### config.mk
export PLATFORM = sky130hd
export DESIGN_NAME = regfile_arb
export DESIGN_NICKNAME = d
export VERILOG_FILES = /design/src/rtl/regfile_arb.sv
export SDC_FILE = /design/constraint.sdc
export NUM_CORES = 1
export LEC_CHECK = 0
export CAP_MARGIN = 10
export CORE_ASPECT_RATIO = 0.75
export CORE_MARGIN = 1
export CORE_UTILIZATION = 60
export DETAILED_ROUTE_END_ITERATION = 12
export DONT_BUFFER_PORTS = 1
export PLACE_DENSITY = 0.8
export SLEW_MARGIN = 20
export SYNTH_ARGS = -nofsm -noshare
export SYNTH_HDL_FRONTEND = slang
export SYNTH_SLANG_ARGS = --single-unit
### constraint.sdc
create_clock -name clk -period 3 [get_ports clk]
set_input_delay 0.6 -clock clk [delete_from_list [all_inputs] [get_ports clk]]
set_output_delay 0.6 -clock clk [all_outputs]
set_load 0.03 [all_outputs]
### src/rtl/regfile_arb.sv
// Two-requester arbiter in front of a single-port register file: grant, one access cycle, one ack cycle.
// Build option RFARB_ROUND_ROBIN_EN: round-robin tie-break instead of fixed A-over-B priority.
module regfile_arb #(
   parameter int DATA_W = 32,
   parameter int ADDR_W = 5
) (
   input  logic              clk,
   input  logic              reset,
   input  logic              a_req,
   input  logic              a_we,
   input  logic [ADDR_W-1:0] a_addr,
   input  logic [DATA_W-1:0] a_wdata,
   output logic              a_ack,
   output logic [DATA_W-1:0] a_rdata,
   input  logic              b_req,
   input  logic              b_we,
   input  logic [ADDR_W-1:0] b_addr,
   input  logic [DATA_W-1:0] b_wdata,
   output logic              b_ack,
   output logic [DATA_W-1:0] b_rdata,
   output logic              rf_we,
   output logic [ADDR_W-1:0] rf_addr,
   output logic [DATA_W-1:0] rf_wdata,
   input  logic [DATA_W-1:0] rf_rdata,
   output logic              busy,
   output logic              gnt_b
);

   typedef enum logic [1:0] {
      IDLE = 2'd0,
      ACC  = 2'd1,
      RESP = 2'd2
   } state_t;

   state_t              state_q, state_d;
   logic                lat_we_q, lat_we_d;
   logic [ADDR_W-1:0]   lat_addr_q, lat_addr_d;
   logic [DATA_W-1:0]   lat_wdata_q, lat_wdata_d;
   logic                gnt_b_q, gnt_b_d;
   logic [DATA_W-1:0]   a_rdata_q, a_rdata_d;
   logic [DATA_W-1:0]   b_rdata_q, b_rdata_d;
   logic                grant_b;

`ifdef RFARB_ROUND_ROBIN_EN
   // prio_b_q set means B wins the next tie; cleared by reset so A goes first.
   logic prio_b_q, prio_b_d;

   assign grant_b = b_req & (~a_req | prio_b_q);

   always_comb begin
      prio_b_d = prio_b_q;
      if (state_q == IDLE && (a_req || b_req)) begin
         prio_b_d = ~grant_b;
      end
   end

   always_ff @(posedge clk) begin
      if (reset) begin
         prio_b_q <= 1'b0;
      end else begin
         prio_b_q <= prio_b_d;
      end
   end
`else
   assign grant_b = b_req & ~a_req;
`endif

   always_comb begin
      state_d     = state_q;
      lat_we_d    = lat_we_q;
      lat_addr_d  = lat_addr_q;
      lat_wdata_d = lat_wdata_q;
      gnt_b_d     = gnt_b_q;
      a_rdata_d   = a_rdata_q;
      b_rdata_d   = b_rdata_q;
      case (state_q)
         IDLE: begin
            if (a_req || b_req) begin
               state_d     = ACC;
               gnt_b_d     = grant_b;
               lat_we_d    = grant_b ? b_we    : a_we;
               lat_addr_d  = grant_b ? b_addr  : a_addr;
               lat_wdata_d = grant_b ? b_wdata : a_wdata;
            end
         end
         ACC: begin
            state_d = RESP;
            if (!lat_we_q) begin
               if (gnt_b_q) begin
                  b_rdata_d = rf_rdata;
               end else begin
                  a_rdata_d = rf_rdata;
               end
            end
         end
         RESP: begin
            state_d = IDLE;
         end
         default: begin
            state_d = IDLE;
         end
      endcase
   end

   always_ff @(posedge clk) begin
      if (reset) begin
         state_q     <= IDLE;
         lat_we_q    <= 1'b0;
         lat_addr_q  <= '0;
         lat_wdata_q <= '0;
         gnt_b_q     <= 1'b0;
         a_rdata_q   <= '0;
         b_rdata_q   <= '0;
      end else begin
         state_q     <= state_d;
         lat_we_q    <= lat_we_d;
         lat_addr_q  <= lat_addr_d;
         lat_wdata_q <= lat_wdata_d;
         gnt_b_q     <= gnt_b_d;
         a_rdata_q   <= a_rdata_d;
         b_rdata_q   <= b_rdata_d;
      end
   end

   // Gating with reset keeps an interrupted access from writing or acking at that edge.
   assign rf_we    = (state_q == ACC) & lat_we_q & ~reset;
   assign a_ack    = (state_q == RESP) & ~gnt_b_q & ~reset;
   assign b_ack    = (state_q == RESP) & gnt_b_q & ~reset;
   assign rf_addr  = lat_addr_q;
   assign rf_wdata = lat_wdata_q;
   assign busy     = (state_q != IDLE);
   assign gnt_b    = gnt_b_q;
   assign a_rdata  = a_rdata_q;
   assign b_rdata  = b_rdata_q;

endmodule

## After elaboration in Yosys (flattened, before gate mapping)

Index checks and enable logic that the tools add are counted.

- Equal/unequal tests: 3
- Multiplexer cells: 5
- Bitwise logic cells: 11
- Reductions and logical operators: 6

Operators by type and width:

| operator | number |
|---|---|
| two-way mux 32 bit | 1 |
| bitwise AND 1 bit | 7 |
| AND reduction 3 bit | 2 |
| two-way mux 5 bit | 1 |
| inverter 1 bit | 4 |
| one-hot mux 2 bit (2 select lines) | 1 |
| == test 2 x 1 -> 1 bit, second input constant | 1 |
| == test 2 bit, second input constant | 1 |
| zero test 2 bit | 1 |
| two-way mux 2 bit | 1 |
| != test 2 bit, second input constant | 1 |
| AND reduction 2 bit | 1 |
| nonzero test 2 bit | 1 |
| logical OR 1 bit | 1 |
| two-way mux 1 bit | 1 |

- Flip-flop bits (word level): 105
- Input bits: 112
- Output and inout bits: 106
- Word-level logic and storage cells: 32

## Depth between registers and ports, before layout

- Depth after elaboration: 3
- Mapped depth: 6

## Least setup slack after synthesis

Ideal clock, no wire load.

- Path type: input to output
- From: input port reset
- To: output port a_ack
- Data arrival time: 1.992 ns
- Data required time: 2.400 ns
- Slack: 0.408 ns
- Stages: 3
- Path buffers: 2
- Cell sequence: clkbuf_1 > clkbuf_1 > nor4b_1

- Word-level cells in the longest chain between the ends: 2

Ends and longest elaborated chain:

| item | line | source |
|---|---|---|
| from (decl) | 8 | `input logic reset,` |
| inverter 1 bit | 127 | `assign a_ack = (state_q == RESP) & ~gnt_b_q & ~reset;` |
| bitwise AND 1 bit | 127 |  |
| to (decl) | 13 | `output logic a_ack,` |

No other way between the ends.

## Worst setup path in the final report

- From: register gnt_b_q (netlist: gnt_b)
- To: output port b_ack

- Word-level cells in the longest chain between the ends: 2

Ends and longest elaborated chain:

| item | line | source |
|---|---|---|
| from (decl) | 39 | `logic gnt_b_q, gnt_b_d;` |
| from (signal assigned) | 119 | `gnt_b_q <= gnt_b_d;` |
| bitwise AND 1 bit (2 in a row) | 128 | `assign b_ack = (state_q == RESP) & gnt_b_q & ~reset;` |
| to (decl) | 19 | `output logic b_ack,` |

No other way between the ends.

==> summary.txt <==
Yosys
  – Syn avg cell area: 7.92 sq um
  – Dominant cell type by area after synthesis: dfxtp_1
  – Syn Std Cell Area: 4080 sq um
  – Async SR Flop Fraction: 0
  – Synth warn: 0
  – Syn_nets: between 600 and 700
  – Post-synth top area share: 0.515
  – Synth cell count leaders: 205 x nand2_1, 105 x dfxtp_1, 103 x a21oi_1
  – Count leader, synth: nand2_1
  – EDFF count, synth: 0
  – Yosys cell types: 23
  – Synth area leaders: dfxtp_1 52%, nand2_1 19%, a21oi_1 13%
  – Synth Instances: 515
  – Seq/Total Area, Yosys: 0.515
  – Synthesis-stage register bit count: 105
  – Post-synth top flop: dfxtp_1

Timing
  – Fin. Hold Viols: 0
  – Slew @ Worst Pin: 739 ps
  – Setup WS post-layout: 828 ps
  – Final Skew: 9.93 ps
  – Smallest hold slack: 303 ps
  – RSZ-0062 raised after global routing: false
  – Post-Route Setup TNS: 0 ps
  – Fmax: 0.460 GHz
  – Max transition margin: 0.505
  – Final min period: roughly 2200 ps
  – Period utilisation layout: 0.724
  – Final setup fails: 0
  – Slew Viols, Final: 0

Floorplan
  – Die area: approximately 7100 sq um
  – Ports: 218
  – CORE AREA: 6440 sq um
  – Die height: 73.4 um
  – Placement Rows: 25
  – Die Wd: slightly below 100 um
  – Initial Util: 0.633

Setup path
  – Crit path cell chain: nor4bb_1 -> buf_4
  – Reg-to-reg slack, setup: 1030 ps
  – Crit-path max FO: 8
  – Worst Setup End Kind: output pin
  – Critical path data arrival time: 1570 ps
  – CP peak stage delay: 680 ps
  – Critical Path RT: 2400 ps
  – FF-to-FF End: a_rdata[31]
  – Reg-to-Reg Start: gnt_b
  – Setup Crit Path Kind: flip-flop to output pin
  – Startpoint Class: flip-flop
  – Slowest-stage cell, CP: dfxtp_1
  – R2R depth: 3

Route
  – Vias: 3504
  – Drt total wl: ~10000 um
  – Routed wire per std cell: 17.1 um
  – 1st-pass router iterations: 5
  – Antenna Nets Post-Route: 0
  – Initial drt markers: 176
  – Number of vias per cell: 6.09
  – DRC: 0

Clock tree
  – CTS tree: built
  – Postcts setup bufs: 0
  – Hold buffers post-CTS: 0
  – PostCTS Resize Cnt: 0
  – Clk sink count: 105
  – Clock-pin slew on the worst setup and hold paths: ~100 ps
  – Clk buf depth: 2
  – H-tree Lvls: 3
  – Skew-Pair Late Insertion Delay: 360 ps
  – Cts bufs inserted: 9
  – Root Buffer: clkbuf_8

Global route
  – First-pass GRT wire length: 15300 um
  – Initial antenna violation count: 0
  – Vias in the first global route: 3189
  – Gr ovfl total: 0
  – Largest net degree at the start of global routing: 108
  – GRT Overall Usage: 0.265

Cells and area
  – Finished Layout Cells: about 580
  – P&R area growth vs syn: 5.06%
  – Fill count: 560
  – N_diodes: 0
  – Share of layout cells above drive strength 1: 0.0668
  – Net count, final: between 600 and 700
  – Design area: 4290 sq um

Pwr
  – Pwr Density: 680 nW/um^2
  – Peak supply drop: approximately 0.41 mV
  – Pleak: 0.00149 uW

Placement
  – DP Worst Slack: 957 ps
  – Port bufs: 0
  – Dpl cells: about 560
  – Post-detail-place hpwl: 6830 um
  – RePlAce Congestion: 0.742
  – Post-DP Area: 4080 sq um

Outcome
  – Status: finished clean

Hold path
  – Hold Path Class: primary input to flip-flop
  – WHS Path Cells: 1
  – HP Start: reset
  – Worst Hold End: rf_wdata[12]

Job
  – # Max-Cap Violations: 0
==> flip-flops by register name, summed over array words and instances (netlist names) <==
name,cells
gnt_b,1
state_q,2
b_rdata,32
rf_wdata,32
rf_addr,5
lat_we_q,1
a_rdata,32
==> worst max path at each step <==
stage               start           to  cells after the start
floorplan           reset        a_ack                      3
finish              gnt_b        b_ack                      2
global placement    gnt_b  a_rdata[16]                      3
global route        gnt_b        b_ack                      2
detailed placement  gnt_b  a_rdata[31]                      3
CTS                 gnt_b        b_ack                      2
==> routing by layer <==
metal / global-route usage / wire [um] / vias up
li1: - / - / 1695
met1: 0.315 / 3960 / 1643
met2: 0.446 / 4830 / 154
met3: 0.112 / 933 / 12
met4: 0.0730 / 127 / 0
met5: 0 / 0 / -
==> report_power, final <==
group / internal, uW / total (uW) / switching [uW]
sequential: 1490 / 1740 / 249
clock: 403 / 902 / 498
combinational: 108 / 276 / 168
==> per-stage QoR <==
stage	power (uW)	utilization
6_report	2910	0.665
5_1_grt	3030	0.665
4_1_cts	2930	0.665
3_5_place_dp	2050	0.632
3_3_place_gp	2030	0.632
2_1_floorplan	2000	-
==> cell type report <==
cell class	count	area, sq um	area share
Clock inverter	7	86.3	0.0201
Inverter	1	3.75	0.000876
Clock buffer	9	124	0.0289
Tap cell	81	101	0.0236
Timing Repair Buffer	10	100	0.0234
Sequential cell	105	2100	0.491
Multi-Input combinational cell	362	1770	0.413
==> placed cells by master, fill, tap and decap left out <==
master | synthesis | routed
a21oi_1 | 103 | 103
a311oi_1 | 38 | 38
and2_1 | 1 | 1
buf_12 | 0 | 2
buf_4 | 2 | 8
bufinv_16 | 0 | 1
clkbuf_8 | 0 | 9
clkinv_4 | 0 | 2
clkinvlp_4 | 0 | 1
dfxtp_1 | 105 | 105
inv_2 | 1 | 1
inv_6 | 0 | 1
inv_8 | 0 | 2
nand2_1 | 205 | 205
nand2b_1 | 1 | 1
nand4bb_1 | 1 | 1
nor2_1 | 3 | 1
nor2_2 | 0 | 2
nor2b_2 | 0 | 1
nor3_1 | 1 | 1
nor3b_1 | 1 | 1
nor4b_1 | 1 | 1
nor4b_4 | 0 | 1
nor4bb_1 | 2 | 1
nor4bb_4 | 0 | 1
o21ai_0 | 1 | 1
or2_1 | 1 | 1
or4b_2 | 0 | 1
==> logic make-up after synthesis <==
family | share of synthesized area
compound gates | 0.209
simple gates | 0.217
buf+inv | 0.0589
flops | 0.515
==> critical path, delay by kind of cell, from the launching register on <==
kind          cells  cell delay (ps)
buf+inv           1              210
simple gates      1              340
flops             1              680
No activity file was read; power rests on OpenSTA's default activity.
